--- config.mk ---
export PLATFORM = sky130hd
export DESIGN_NAME = booth_mul_arbiter_ctrl_flat
export DESIGN_NICKNAME = d
export VERILOG_FILES = /design/src/rtl/booth_mul_arbiter_ctrl_pkg.sv /design/src/rtl/booth_mul_arbiter_ctrl_if.sv /design/src/rtl/booth_mul_arbiter_ctrl_rr_arbiter_2.sv /design/src/rtl/booth_mul_arbiter_ctrl.sv /design/src/flat_wrapper.sv
export SDC_FILE = /design/constraint.sdc
export NUM_CORES = 1
export LEC_CHECK = 0
export ABC_CLOCK_PERIOD_IN_PS = 1600
export BUFFER_PORTS_ARGS = -buffer_cell sky130_fd_sc_hd__buf_2
export CORE_UTILIZATION = 38
export CTS_BUF_LIST = sky130_fd_sc_hd__clkbuf_8
export DETAILED_ROUTE_END_ITERATION = 8
export HOLD_SLACK_MARGIN = 0.15
export PLACE_DENSITY = 0.85
export SYNTH_ARGS = -nofsm -noshare
export SYNTH_HDL_FRONTEND = slang
export SYNTH_SLANG_ARGS = --single-unit
--- constraint.sdc ---
create_clock -name clk -period 1.6 [get_ports clk]
set_input_delay 0.4 -clock clk [delete_from_list [all_inputs] [get_ports clk]]
set_output_delay 0.4 -clock clk [all_outputs]
set_load 0.005 [all_outputs]
--- src/rtl/booth_mul_arbiter_ctrl_pkg.sv ---
`default_nettype none
// ============================================================================
// Package : booth_pkg
// Brief   : Shared state encoding and Booth decode constants for the
//           round-robin Booth multiplier sequencer.
// Rev     : 1.0 - initial release
// ============================================================================
package booth_pkg;

   localparam int c_n_default = 3;

   typedef enum logic [2:0] {
      ST_IDLE  = 3'd0,
      ST_LOAD  = 3'd1,
      ST_EVAL  = 3'd2,
      ST_SHIFT = 3'd3,
      ST_RESP  = 3'd4
   } state_t;

   // {Q[0], Q-1} pairs that trigger an A update
   localparam logic [1:0] c_booth_sub = 2'b10;
   localparam logic [1:0] c_booth_add = 2'b01;

endpackage
`default_nettype wire

--- src/rtl/booth_mul_arbiter_ctrl_if.sv ---
`default_nettype none
// ============================================================================
// Interface : booth_mul_arbiter_ctrl_if
// Brief     : Request, datapath-control and response signals of the Booth
//             multiplier sequencer; master = controller side.
// Rev       : 1.0 - initial release
// ============================================================================
interface booth_mul_arbiter_ctrl_if import booth_pkg::*; #(
   parameter int N = c_n_default
) ();

   logic [1:0]     req_valid;
   logic [1:0]     req_ready;
   logic [2*N-1:0] req_mcand;
   logic [2*N-1:0] req_mplier;

   logic [N-1:0]   dp_mcand;
   logic [N-1:0]   dp_mplier;
   logic           dp_load_qm;
   logic           dp_clear_a;
   logic           dp_load_a;
   logic           dp_sub;
   logic           dp_shift_aq;
   logic           dp_q0;
   logic           dp_qm1;
   logic [2*N-1:0] dp_result;

   logic           rsp_valid;
   logic           rsp_id;
   logic [2*N-1:0] rsp_data;
   logic           rsp_ready;

   modport master (
      input  req_valid, req_mcand, req_mplier, dp_q0, dp_qm1, dp_result, rsp_ready,
      output req_ready, dp_mcand, dp_mplier, dp_load_qm, dp_clear_a, dp_load_a,
             dp_sub, dp_shift_aq, rsp_valid, rsp_id, rsp_data
   );

   modport slave (
      output req_valid, req_mcand, req_mplier, dp_q0, dp_qm1, dp_result, rsp_ready,
      input  req_ready, dp_mcand, dp_mplier, dp_load_qm, dp_clear_a, dp_load_a,
             dp_sub, dp_shift_aq, rsp_valid, rsp_id, rsp_data
   );

endinterface
`default_nettype wire

--- src/rtl/booth_mul_arbiter_ctrl_rr_arbiter_2.sv ---
`default_nettype none
// ============================================================================
// Module : rr_arbiter_2
// Brief  : Two-way round-robin arbiter; pointer advances only on enabled grant.
// Rev    : 1.0 - initial release
// ============================================================================
module rr_arbiter_2 (
   input  logic       clk,
   input  logic       reset,
   input  logic [1:0] i_req,
   input  logic       i_en,
   output logic [1:0] o_grant
);

   // Remembers the last winner; resets to 1 so requester 0 wins the first tie
   logic r_last;

   always_comb begin
      o_grant = i_req;
      if (i_req == 2'b11) begin
         o_grant = r_last ? 2'b01 : 2'b10;
      end
   end

   always_ff @(posedge clk or posedge reset) begin
      if (reset) begin
         r_last <= 1'b1;
      end else if (i_en && (o_grant != 2'b00)) begin
         r_last <= o_grant[1];
      end
   end

endmodule
`default_nettype wire

--- src/rtl/booth_mul_arbiter_ctrl.sv ---
`default_nettype none
// ============================================================================
// Module : booth_mul_arbiter_ctrl
// Brief  : Arbitrates two signed multiply requesters onto one radix-2 Booth
//          datapath and sequences its load/add/sub/shift strobes.
// Rev    : 1.0 - initial release
// ============================================================================
module booth_mul_arbiter_ctrl import booth_pkg::*; #(
   parameter int N = c_n_default
) (
   input  logic                      clk,
   input  logic                      reset,
   booth_mul_arbiter_ctrl_if.master  bus
);

   localparam int CW = $clog2(N + 1);

   state_t         r_state;
   state_t         w_next;
   logic [1:0]     w_grant;
   logic           w_grant_en;
   logic [1:0]     w_booth;
   logic [N-1:0]   r_mcand;
   logic [N-1:0]   r_mplier;
   logic           r_id;
   logic [CW-1:0]  r_count;

   assign w_grant_en = (r_state == ST_IDLE);
   assign w_booth    = {bus.dp_q0, bus.dp_qm1};

   rr_arbiter_2 u_arb (
      .clk     (clk),
      .reset   (reset),
      .i_req   (bus.req_valid),
      .i_en    (w_grant_en),
      .o_grant (w_grant)
   );

   always_ff @(posedge clk or posedge reset) begin
      if (reset) begin
         r_state <= ST_IDLE;
      end else begin
         r_state <= w_next;
      end
   end

   // Operands and id stay latched until the next grant
   always_ff @(posedge clk or posedge reset) begin
      if (reset) begin
         r_mcand  <= '0;
         r_mplier <= '0;
         r_id     <= 1'b0;
         r_count  <= '0;
      end else begin
         if (w_grant_en && (w_grant != 2'b00)) begin
            r_id     <= w_grant[1];
            r_mcand  <= w_grant[1] ? bus.req_mcand[2*N-1:N]  : bus.req_mcand[N-1:0];
            r_mplier <= w_grant[1] ? bus.req_mplier[2*N-1:N] : bus.req_mplier[N-1:0];
         end
         if (r_state == ST_LOAD) begin
            r_count <= CW'(N);
         end else if (r_state == ST_SHIFT) begin
            r_count <= r_count - CW'(1);
         end
      end
   end

   always_comb begin
      w_next          = r_state;
      bus.req_ready   = 2'b00;
      bus.dp_load_qm  = 1'b0;
      bus.dp_clear_a  = 1'b0;
      bus.dp_load_a   = 1'b0;
      bus.dp_sub      = 1'b0;
      bus.dp_shift_aq = 1'b0;
      bus.rsp_valid   = 1'b0;
      bus.rsp_data    = '0;
      case (r_state)
         ST_IDLE: begin
            if (w_grant != 2'b00) begin
               bus.req_ready = w_grant;
               w_next        = ST_LOAD;
            end
         end
         ST_LOAD: begin
            bus.dp_load_qm = 1'b1;
            bus.dp_clear_a = 1'b1;
            w_next         = ST_EVAL;
         end
         ST_EVAL: begin
            bus.dp_load_a = (w_booth == c_booth_add) || (w_booth == c_booth_sub);
            bus.dp_sub    = (w_booth == c_booth_sub);
            w_next        = ST_SHIFT;
         end
         ST_SHIFT: begin
            bus.dp_shift_aq = 1'b1;
            w_next          = (r_count == CW'(1)) ? ST_RESP : ST_EVAL;
         end
         ST_RESP: begin
            // Product read straight from the datapath, which holds while idle
            bus.rsp_valid = 1'b1;
            bus.rsp_data  = bus.dp_result;
            if (bus.rsp_ready) begin
               w_next = ST_IDLE;
            end
         end
         default: begin
            w_next = ST_IDLE;
         end
      endcase
   end

   assign bus.dp_mcand  = r_mcand;
   assign bus.dp_mplier = r_mplier;
   assign bus.rsp_id    = r_id;

endmodule
`default_nettype wire
--- src/flat_wrapper.sv ---
// flat-port wrapper written by rule: the top's interface ports become plain ports
module booth_mul_arbiter_ctrl_flat import booth_pkg::*;
#(
   parameter int N = c_n_default
)
  (clk, reset, bus_req_valid, bus_req_mcand, bus_req_mplier, bus_dp_q0, bus_dp_qm1, bus_dp_result, bus_rsp_ready, bus_req_ready, bus_dp_mcand, bus_dp_mplier, bus_dp_load_qm, bus_dp_clear_a, bus_dp_load_a, bus_dp_sub, bus_dp_shift_aq, bus_rsp_valid, bus_rsp_id, bus_rsp_data);
  booth_mul_arbiter_ctrl_if #(.N(N)) bus_i ();
  input  logic clk;
  input  logic reset;
  input wire logic [$bits(bus_i.req_valid)-1:0] bus_req_valid;
  input wire logic [$bits(bus_i.req_mcand)-1:0] bus_req_mcand;
  input wire logic [$bits(bus_i.req_mplier)-1:0] bus_req_mplier;
  input wire logic [$bits(bus_i.dp_q0)-1:0] bus_dp_q0;
  input wire logic [$bits(bus_i.dp_qm1)-1:0] bus_dp_qm1;
  input wire logic [$bits(bus_i.dp_result)-1:0] bus_dp_result;
  input wire logic [$bits(bus_i.rsp_ready)-1:0] bus_rsp_ready;
  output wire logic [$bits(bus_i.req_ready)-1:0] bus_req_ready;
  output wire logic [$bits(bus_i.dp_mcand)-1:0] bus_dp_mcand;
  output wire logic [$bits(bus_i.dp_mplier)-1:0] bus_dp_mplier;
  output wire logic [$bits(bus_i.dp_load_qm)-1:0] bus_dp_load_qm;
  output wire logic [$bits(bus_i.dp_clear_a)-1:0] bus_dp_clear_a;
  output wire logic [$bits(bus_i.dp_load_a)-1:0] bus_dp_load_a;
  output wire logic [$bits(bus_i.dp_sub)-1:0] bus_dp_sub;
  output wire logic [$bits(bus_i.dp_shift_aq)-1:0] bus_dp_shift_aq;
  output wire logic [$bits(bus_i.rsp_valid)-1:0] bus_rsp_valid;
  output wire logic [$bits(bus_i.rsp_id)-1:0] bus_rsp_id;
  output wire logic [$bits(bus_i.rsp_data)-1:0] bus_rsp_data;
  assign bus_i.req_valid = bus_req_valid;
  assign bus_i.req_mcand = bus_req_mcand;
  assign bus_i.req_mplier = bus_req_mplier;
  assign bus_i.dp_q0 = bus_dp_q0;
  assign bus_i.dp_qm1 = bus_dp_qm1;
  assign bus_i.dp_result = bus_dp_result;
  assign bus_i.rsp_ready = bus_rsp_ready;
  assign bus_req_ready = bus_i.req_ready;
  assign bus_dp_mcand = bus_i.dp_mcand;
  assign bus_dp_mplier = bus_i.dp_mplier;
  assign bus_dp_load_qm = bus_i.dp_load_qm;
  assign bus_dp_clear_a = bus_i.dp_clear_a;
  assign bus_dp_load_a = bus_i.dp_load_a;
  assign bus_dp_sub = bus_i.dp_sub;
  assign bus_dp_shift_aq = bus_i.dp_shift_aq;
  assign bus_rsp_valid = bus_i.rsp_valid;
  assign bus_rsp_id = bus_i.rsp_id;
  assign bus_rsp_data = bus_i.rsp_data;
  booth_mul_arbiter_ctrl #(.N(N)) u_core (.clk(clk), .reset(reset), .bus(bus_i));
endmodule
==> flow_summary_export.csv <==
group,metric,value,unit
outcome,status,"finished with violations",
outcome,violations,"setup timing",
global_route,grt_max_degree,14,
timing,fin_crit_sh,113,%
timing,maxSlewViolCount,0,
worst_setup_path,worst-path-max-fanout,2,
global_route,grt_first_pass_wirelength,3110,um
global_route,gr-total-overflow,0,
synth,syn_avg_cell_area,9.86,um2
timing,setup-tns-final,-1280,ps
final_layout,ff_latch_area,327,um2
worst_setup_path,cp.arrival,1410,ps
timing,final_hold_viol_count,0,
final_layout,fillerInstances,101,
cts,clk_pin_slew,50,ps
global_route,grt_pass1_vias,699,
place,port_buffers,45,
power_and_ir_drop,switching_share,35.2,%
route,wire_per_inst,13.4,um
cts,htree_levels,1,
final_layout,utilization,76.1,%
cts,cts_buffer_depth,2,
synth,synth-seq-cells,13,
final_layout,fin_nets,161,
global_route,grt_antenna_before_repair,0,
final_layout,synthToLayoutAreaGrowth,78.1,%
worst_setup_path,worst_setup_path_end_kind,"output port",
timing,fin_ws,-205,ps
floorplanning,io_pins,46,
power_and_ir_drop,p_seq_share,30.5,%
global_route,grt.total_usage,22.2,%
route,vias,772,
final_layout,multi_input_area,405,um2
timing,grt_setup_unrepaired,"true",
timing,setup_viol,18,
synth,ys_warn_count,0,
power_and_ir_drop,powerDensity,1590,nW/um2
synth,syn_area,681,um2
cts,ctsHoldBuffers,0,
route,firstDrtPassIters,4,
cts,clock_latency,250,ps
power_and_ir_drop,irDropWorstVdd,1.06,mV
floorplanning,die_h,44.3,um
floorplanning,design.core.area,1590,um2
timing,finClkSkew,7.22,ps
power_and_ir_drop,pwr-share-comb,54.8,%
worst_setup_path,start_kind,"flip-flop",
power_and_ir_drop,power.total,1.93,mW
timing,period_needed,1810,ps
route,drcViolationCount,0,
job,max_cap_violations,0,
synth,synth_nets,96,
worst_setup_path,crit_type,"flip-flop to output port",
route,drt_iter0_markers,28,
route,wirelength,2100,um
power_and_ir_drop,p_leak,0.640,nW
place,place.gp.congestion,0.790,
final_layout,layout_common_cells,"buf_2 (44), buf_4 (15), dfrtp_1 (12)",
timing,max_freq,554,MHz
power_and_ir_drop,p_int,1.25,mW
cts,clkSinkCount,13,
cts,cts_tree,"yes",
power_and_ir_drop,power_switching,0.680,mW
cts,cts_buffers,3,
route,avgViaCountPerCell,4.92,
route,ant_nets,0,
final_layout,antenna_cells,0,
timing,relSlewSlack,67.8,%
place,dp_hpwl,1320,um
hold_path,hp-class,"input pin to asynchronous set/reset pin",
power_and_ir_drop,clkPwrFrac,14.7,%
floorplanning,core.rowCount,14,
final_layout,drive_gt1_share,66.2,%
final_layout,final_common_cell,"buf_2",
cts,root_buffer,"clkbuf_8",
synth,synth.distinct_cells,25,
timing,max_slew.worst_pin.slew,482,ps
synth,yosysSeqAreaShare,48.0,%
worst_setup_path,required,1200,ps
floorplanning,initial_core_util,42.7,%
floorplanning,die_w,44.3,um
synth,synth_cells,69,
floorplanning,dieArea,1960,um2
## power groups by stage
| stage | clock [mW] | sequential [mW] | combinational, mW |
|---|---|---|---|
| floorplan | 0 | 0.605 | 0.391 |
| global placement | 0 | 0.572 | 0.689 |
| detailed placement | 0 | 0.580 | 0.717 |
| CTS | 0.288 | 0.579 | 0.986 |
| global route | 0.300 | 0.607 | 1.14 |
| finish | 0.283 | 0.589 | 1.06 |
## kinds of logic after synthesis
logic type,share of synthesized area (%)
AO/OA/AOI/OAI,15.6
adder cells (fa/ha/maj),3.68
buffers and inverters,5.70
flip-flops,48.0
AND/OR/NAND/NOR,27.0
## worst paths after layout
| path | start | to | slack (ps) | cells after the start |
|---|---|---|---|---|
| max in group asynchronous | reset | u_core.u_arb.r_last$_DFFE_PP1P_ | 1080 | 2 |
| worst min-delay path | reset | u_core.bus.dp_mplier[0]$_DFFE_PP0P_ | 160 | 2 |
| worst max register to register | u_core.r_state[2]$_DFFE_PP0P_ | u_core.bus.dp_mplier[2]$_DFFE_PP0P_ | -130 | 4 |
| min in group clk | bus_rsp_ready | u_core.r_state[2]$_DFFE_PP0P_ | 330 | 2 |
| worst max-delay path | u_core.r_state[2]$_DFFE_PP0P_ | bus_req_ready[0] | -210 | 3 |
| worst min register to register | u_core.bus.rsp_id$_DFFE_PP0P_ | u_core.bus.rsp_id$_DFFE_PP0P_ | 470 | 2 |
## registers in the layout, summed over array words and instances (netlist names)
signal	cells
u_core.bus.dp_mcand	3
u_core.r_state	3
u_core.u_arb.r_last	1
u_core.r_count	2
u_core.bus.rsp_id	1
u_core.bus.dp_mplier	3
## cell type report
cell class,count,share of cell area [%]
inverters,6,2.27
clock buffers,3,3.41
well taps,24,2.48
repair buffers,63,31.2
multi-input cells,47,33.4
clock inverters,1,0.310
flip-flops and latches,13,26.9
## metrics by stage
step                area [um2]  hold WS, ps  setup WS (ps)  instances
CTS                       1160          173           -172        156
global route              1210          210           -248        157
floorplan                  689          276          -51.6         69
global placement           972          434           -108        142
detailed placement         972          436           -128        142
finish                    1210          159           -205        157
## cell usage after synthesis
| library cell | instances | area, um2 |
|---|---|---|
| clkbuf_1 | 1 | 3.75 |
| ha_1 | 2 | 25.0 |
| or4b_1 | 1 | 10.0 |
| o21ai_0 | 2 | 10.0 |
| dfrtp_1 | 12 | 300 |
| inv_1 | 6 | 22.5 |
| clkbuf_2 | 1 | 5.00 |
| nor4b_1 | 1 | 8.76 |
| o22ai_1 | 1 | 6.26 |
| nor4_1 | 1 | 6.26 |
| o21a_1 | 1 | 7.51 |
| nor2b_1 | 1 | 6.26 |
| nand3_1 | 2 | 10.0 |
| dfstp_2 | 1 | 26.3 |
| nand2_1 | 4 | 15.0 |
| nor3_1 | 4 | 20.0 |
| or3_1 | 6 | 37.5 |
| and3_1 | 6 | 37.5 |
| a21oi_1 | 1 | 5.00 |
| o221a_2 | 6 | 67.6 |
| buf_4 | 1 | 7.51 |
| or2b_1 | 1 | 7.51 |
| and2_1 | 1 | 6.26 |
| nor2_1 | 5 | 18.8 |
| a22o_2 | 1 | 10.0 |
## routing by layer
metal	up-vias	wire [um]	global-route usage [%]
met4	0	46	10.9
met3	7	79	7.76
met2	25	1080	35.0
li1	380	-	-
met5	-	0	0
met1	360	896	26.9
## worst max-delay path: stages, from the launching register on
cell     delay (ps)
dfrtp_1         370
or4b_4          570
nor2_4          110
buf_2           110
## timing repair
action / 4_1_cts / 5_1_grt
setup buffers: 10 / 5
endpoints found under the setup margin: 20 / 20
resized for setup: 19 / 11
pin swaps: 12 / 8
No activity file was read; power rests on OpenSTA's default activity.
